==> config.mk <==
export PLATFORM = sky130hd
export DESIGN_NAME = fifo_wr_strobes
export DESIGN_NICKNAME = d
export VERILOG_FILES = /design/src/rtl/fifo_wr_strobes_pkg.sv /design/src/rtl/fifo_ws_decode.sv /design/src/rtl/fifo_wr_strobes.sv
export SDC_FILE = /design/constraint.sdc
export NUM_CORES = 1
export LEC_CHECK = 0
export BUFFER_PORTS_ARGS = -buffer_cell sky130_fd_sc_hd__buf_2
export CAP_MARGIN = 25
export CORE_AREA = 2 2 39 41
export DETAILED_ROUTE_END_ITERATION = 10
export DIE_AREA = 0 0 41 43
export GPL_ROUTABILITY_DRIVEN = 0
export GPL_TIMING_DRIVEN = 0
export PLACE_DENSITY = 0.43
export SETUP_SLACK_MARGIN = 0.15
export SLEW_MARGIN = 20
export SYNTH_ARGS = -nofsm -noshare
export SYNTH_HDL_FRONTEND = slang
export SYNTH_HIERARCHICAL = 1
export SYNTH_SLANG_ARGS = --single-unit
export TNS_END_PERCENT = 10
==> constraint.sdc <==
create_clock -name CLK -period 0.9 [get_ports CLK]
set_input_delay 0.225 -clock CLK [delete_from_list [all_inputs] [get_ports CLK]]
set_output_delay 0.225 -clock CLK [all_outputs]
set_load 0.02 [all_outputs]
==> src/rtl/fifo_wr_strobes_pkg.sv <==
// Shared lane/offset constants and the byte-offset-to-lane helper for the SDMAC FIFO write-strobe decoder.
// Lanes are big-endian: offset 0 selects bits 31:24 (UU), offset 3 selects bits 7:0 (LL).
package fifo_wr_strobes_pkg;

  localparam int NUM_LANES = 4;

  localparam int LANE_UU = 3;
  localparam int LANE_UM = 2;
  localparam int LANE_LM = 1;
  localparam int LANE_LL = 0;

  localparam logic [1:0] OFS_UU = 2'b00;
  localparam logic [1:0] OFS_UM = 2'b01;
  localparam logic [1:0] OFS_LM = 2'b10;
  localparam logic [1:0] OFS_LL = 2'b11;

  typedef logic [NUM_LANES-1:0] lane_mask_t;

  // One-hot lane selected by a byte offset {BO1,BO0}.
  function automatic lane_mask_t byte_lane_mask(input logic [1:0] ofs);
    lane_mask_t m;
    m = '0;
    case (ofs)
      OFS_UU:  m[LANE_UU] = 1'b1;
      OFS_UM:  m[LANE_UM] = 1'b1;
      OFS_LM:  m[LANE_LM] = 1'b1;
      OFS_LL:  m[LANE_LL] = 1'b1;
      default: m = '0;
    endcase
    return m;
  endfunction

endpackage

==> src/rtl/fifo_ws_decode.sv <==
// Pure combinational write-strobe equations: word terms OR'd with the byte-offset term.
// CONFLICT output exists only when FIFO_WS_CONFLICT_EN is defined.
module fifo_ws_decode
  import fifo_wr_strobes_pkg::*;
(
  input  logic [1:0] i_bo,
  input  logic       i_lhword,
  input  logic       i_llword,
  input  logic       i_lbyte_n,
  output lane_mask_t o_ws
`ifdef FIFO_WS_CONFLICT_EN
  ,
  output logic       o_conflict
`endif
);

  logic       w_byte;
  lane_mask_t w_byte_mask;
  lane_mask_t w_word_mask;

  assign w_byte      = ~i_lbyte_n;
  assign w_byte_mask = w_byte ? byte_lane_mask(i_bo) : '0;

  always_comb begin
    w_word_mask          = '0;
    w_word_mask[LANE_UU] = i_lhword;
    w_word_mask[LANE_UM] = i_lhword;
    w_word_mask[LANE_LM] = i_llword;
    w_word_mask[LANE_LL] = i_llword;
  end

  // Word and byte requests may coexist; the union of lanes is written.
  assign o_ws = w_word_mask | w_byte_mask;

`ifdef FIFO_WS_CONFLICT_EN
  assign o_conflict = w_byte & (i_lhword | i_llword);
`endif

endmodule

==> src/rtl/fifo_wr_strobes.sv <==
// Byte-lane write-strobe decoder for the SDMAC 32-bit FIFO, optionally registered (OUT_REG).
// Optional CONFLICT output guarded by macro FIFO_WS_CONFLICT_EN.
module fifo_wr_strobes
  import fifo_wr_strobes_pkg::*;
#(
  parameter int OUT_REG = 1
) (
  input  logic CLK,
  input  logic RST_,
  input  logic BO0,
  input  logic BO1,
  input  logic LHWORD,
  input  logic LLWORD,
  input  logic LBYTE_,
  output logic UUWS,
  output logic UMWS,
  output logic LMWS,
  output logic LLWS
`ifdef FIFO_WS_CONFLICT_EN
  ,
  output logic CONFLICT
`endif
);

  lane_mask_t w_ws;
  lane_mask_t w_ws_out;
  logic       w_conflict;
  logic       w_conflict_out;

  fifo_ws_decode u_decode (
    .i_bo      ({BO1, BO0}),
    .i_lhword  (LHWORD),
    .i_llword  (LLWORD),
    .i_lbyte_n (LBYTE_),
    .o_ws      (w_ws)
`ifdef FIFO_WS_CONFLICT_EN
    ,
    .o_conflict(w_conflict)
`endif
  );

`ifndef FIFO_WS_CONFLICT_EN
  assign w_conflict = 1'b0;
`endif

  generate
    if (OUT_REG != 0) begin : g_reg
      lane_mask_t r_ws;
      logic       r_conflict;

      // No clock enable: reload every cycle, reset dominates the inputs.
      always_ff @(posedge CLK) begin
        if (!RST_) begin
          r_ws       <= '0;
          r_conflict <= 1'b0;
        end else begin
          r_ws       <= w_ws;
          r_conflict <= w_conflict;
        end
      end

      assign w_ws_out       = r_ws;
      assign w_conflict_out = r_conflict;
    end else begin : g_comb
      logic w_unused_clk_rst;
      assign w_unused_clk_rst = CLK ^ RST_;
      assign w_ws_out         = w_ws;
      assign w_conflict_out   = w_conflict;
    end
  endgenerate

  assign UUWS = w_ws_out[LANE_UU];
  assign UMWS = w_ws_out[LANE_UM];
  assign LMWS = w_ws_out[LANE_LM];
  assign LLWS = w_ws_out[LANE_LL];

`ifdef FIFO_WS_CONFLICT_EN
  assign CONFLICT = w_conflict_out;
`else
  logic w_unused_conflict;
  assign w_unused_conflict = w_conflict_out;
`endif

endmodule

==> reports/metrics.yaml <==
first_global_vias: 119
synth-adder-area-share_pct: 0
maxCapViolCount: 0
cts_sinks: 4
core_region_area_um2: 1380
cp.required_ns: 0.67
antenna_cells: 0
synthMuxAreaShare_pct: 0
setup_tns_ns: 0
yosys.area_share.simple_pct: 23.5
ioPinCount: 11
ant_nets: 0
vias_per_cell: 3.25
ir_drop_v: 0.000292
synth_warnings: 6
slew_viol_final: 0
cts_buffer_depth: 2
tritoncts: "built"
tightest_slew_ns: 0.137
post-cts-setup-buffers: 0
wl_per_cell_um: 7.23
antenna_found_initial: 0
largest_reg_flops: 4
slew_headroom_pct: 90.8
area_growth_syn_to_layout_pct: 82.4
grt_overflow: 0
final_common_cell: "buf_2"
finalPower_uw: 490
pwr_density_cell_nw_per_um2: 1800
rsz0062_at_grt: "true"
grt.total_usage_pct: 5.02
seq_area_frac_synth_pct: 53.8
min_path_type: "in2reg"
start_util_pct: 10.8
yosys.area_share.xor_xnor_pct: 0
drive_gt1_share_pct: 60.7
crit_buf_inv: 1
crit_family: "flip-flops"
arrival_ns: 0.66
leakage_nw: 0.134
num_vias: 143
first_pass_iters: 2
fmax_mhz: 1130
reg_top3: "g_reg.r_ws: 4 flops"
cts.clk_slew.worst_paths_ns: 0.04
ys_types: 7
start_kind: "flop"
grt_start_max_net_pins: 5
finalSetupViolations: 0
max_stage_delay_ns: 0.31
cts_max_level: 1
synth_seq_cells: 4
die_height_um: 43
mostFrequentLayoutCells: "buf_2, and2_1, dfxtp_2, buf_6, clkbuf_4"
synth_nets: 22
num_rows: 14
status: "complete, no violations"
endpoint_kind: "primary output"
drt_wl_total_um: 318
syn_avg_cell_area_um2: 9.93
grt_pass1_wl_um: 469
fin_crit_ns: 0.883
cts-root-buf: "clkbuf_4"
die_w_um: 41
syn_area_um2: 149
regMostFlops: "g_reg.r_ws"
critPathSlowestCell: "dfxtp_2"
syn_inst: 15
timing.critical_path.cells: "buf_6"
period_share_pct: 98.1
drc_errors: 0
synth_compound_area_share_pct: 20.2
nNetsFinal: 37
cts-buffers-inserted: 3
synth_top_family_by_area: "simple AND/OR/NAND/NOR gates"
crit_type: "reg2out"
die-area_um2: 1760
hold_viol: 0
port_buffers: 10
crit_fanout: 1
cts_hold_buf: 0
drt_iter0_drc: 2
-- path summary, 6_finish.rpt --
path                startpoint                        to  slack, ns  cells past startpoint
max   g_reg.r_ws[2]$_SDFF_PN0_                      UMWS       0.02                      1
min                       RST_  g_reg.r_ws[0]$_SDFF_PN0_       0.23                      2
-- metrics by stage --
stage | util, % | instance area, µm² | std cells | hold WS (ns) | worst slack (ns)
6_report | 19.6 | 272 | 44 | 0.229 | 0.0172
3_5_place_dp | 15.8 | 219 | 41 | 0.472 | 0.116
3_3_place_gp | 15.8 | 219 | 41 | 0.472 | 0.106
4_1_cts | 19.5 | 270 | 44 | 0.226 | 0.00327
2_1_floorplan | - | 149 | 15 | 0.347 | 0.239
5_1_grt | 19.6 | 272 | 44 | 0.229 | -0.00801
-- per-layer routing --
metal	vias to the layer above	track usage (%)	share of wire (%)
li1	74	-	-
met1	52	5.79	52
met2	13	3.44	24
met3	4	4.71	17
met4	0	8.00	6.6
met5	-	0	0
-- kinds of logic after synthesis --
| group | count (synthesis) |
|---|---|
| AOI/OAI and AO/OA | 4 |
| buffers and inverters | 1 |
| DFF | 4 |
| and+or+nand+nor | 6 |
-- repair_timing --
action                     4_1_cts  5_1_grt
pin swaps                        0        0
gates resized for setup         11        1
setup endpoints to repair        4        4
cloned                           0        0
-- synthesized netlist by cell type, drive strengths merged --
master,n,area share [%]
dfxtp,4,54
and2,4,17
o21bai,2,10
nand2b,1,4.2
inv,1,2.5
nor2,1,2.5
a21o,2,10
-- cell type report --
cell class / count / area [µm²]
clock buffers: 3 / 22.5
inverters: 1 / 3.75
fillers: 162 / 1110
multi-input cells: 10 / 65.1
well taps: 16 / 20.0
flip-flops and latches: 4 / 85.1
repair buffers: 10 / 75.1
-- where the power goes --
group / switching [mW] / internal (mW)
registers: 0.00478 / 0.192
clock network: 0.0677 / 0.149
logic: 0.0331 / 0.0431
No activity file was read; power rests on OpenSTA's default activity.
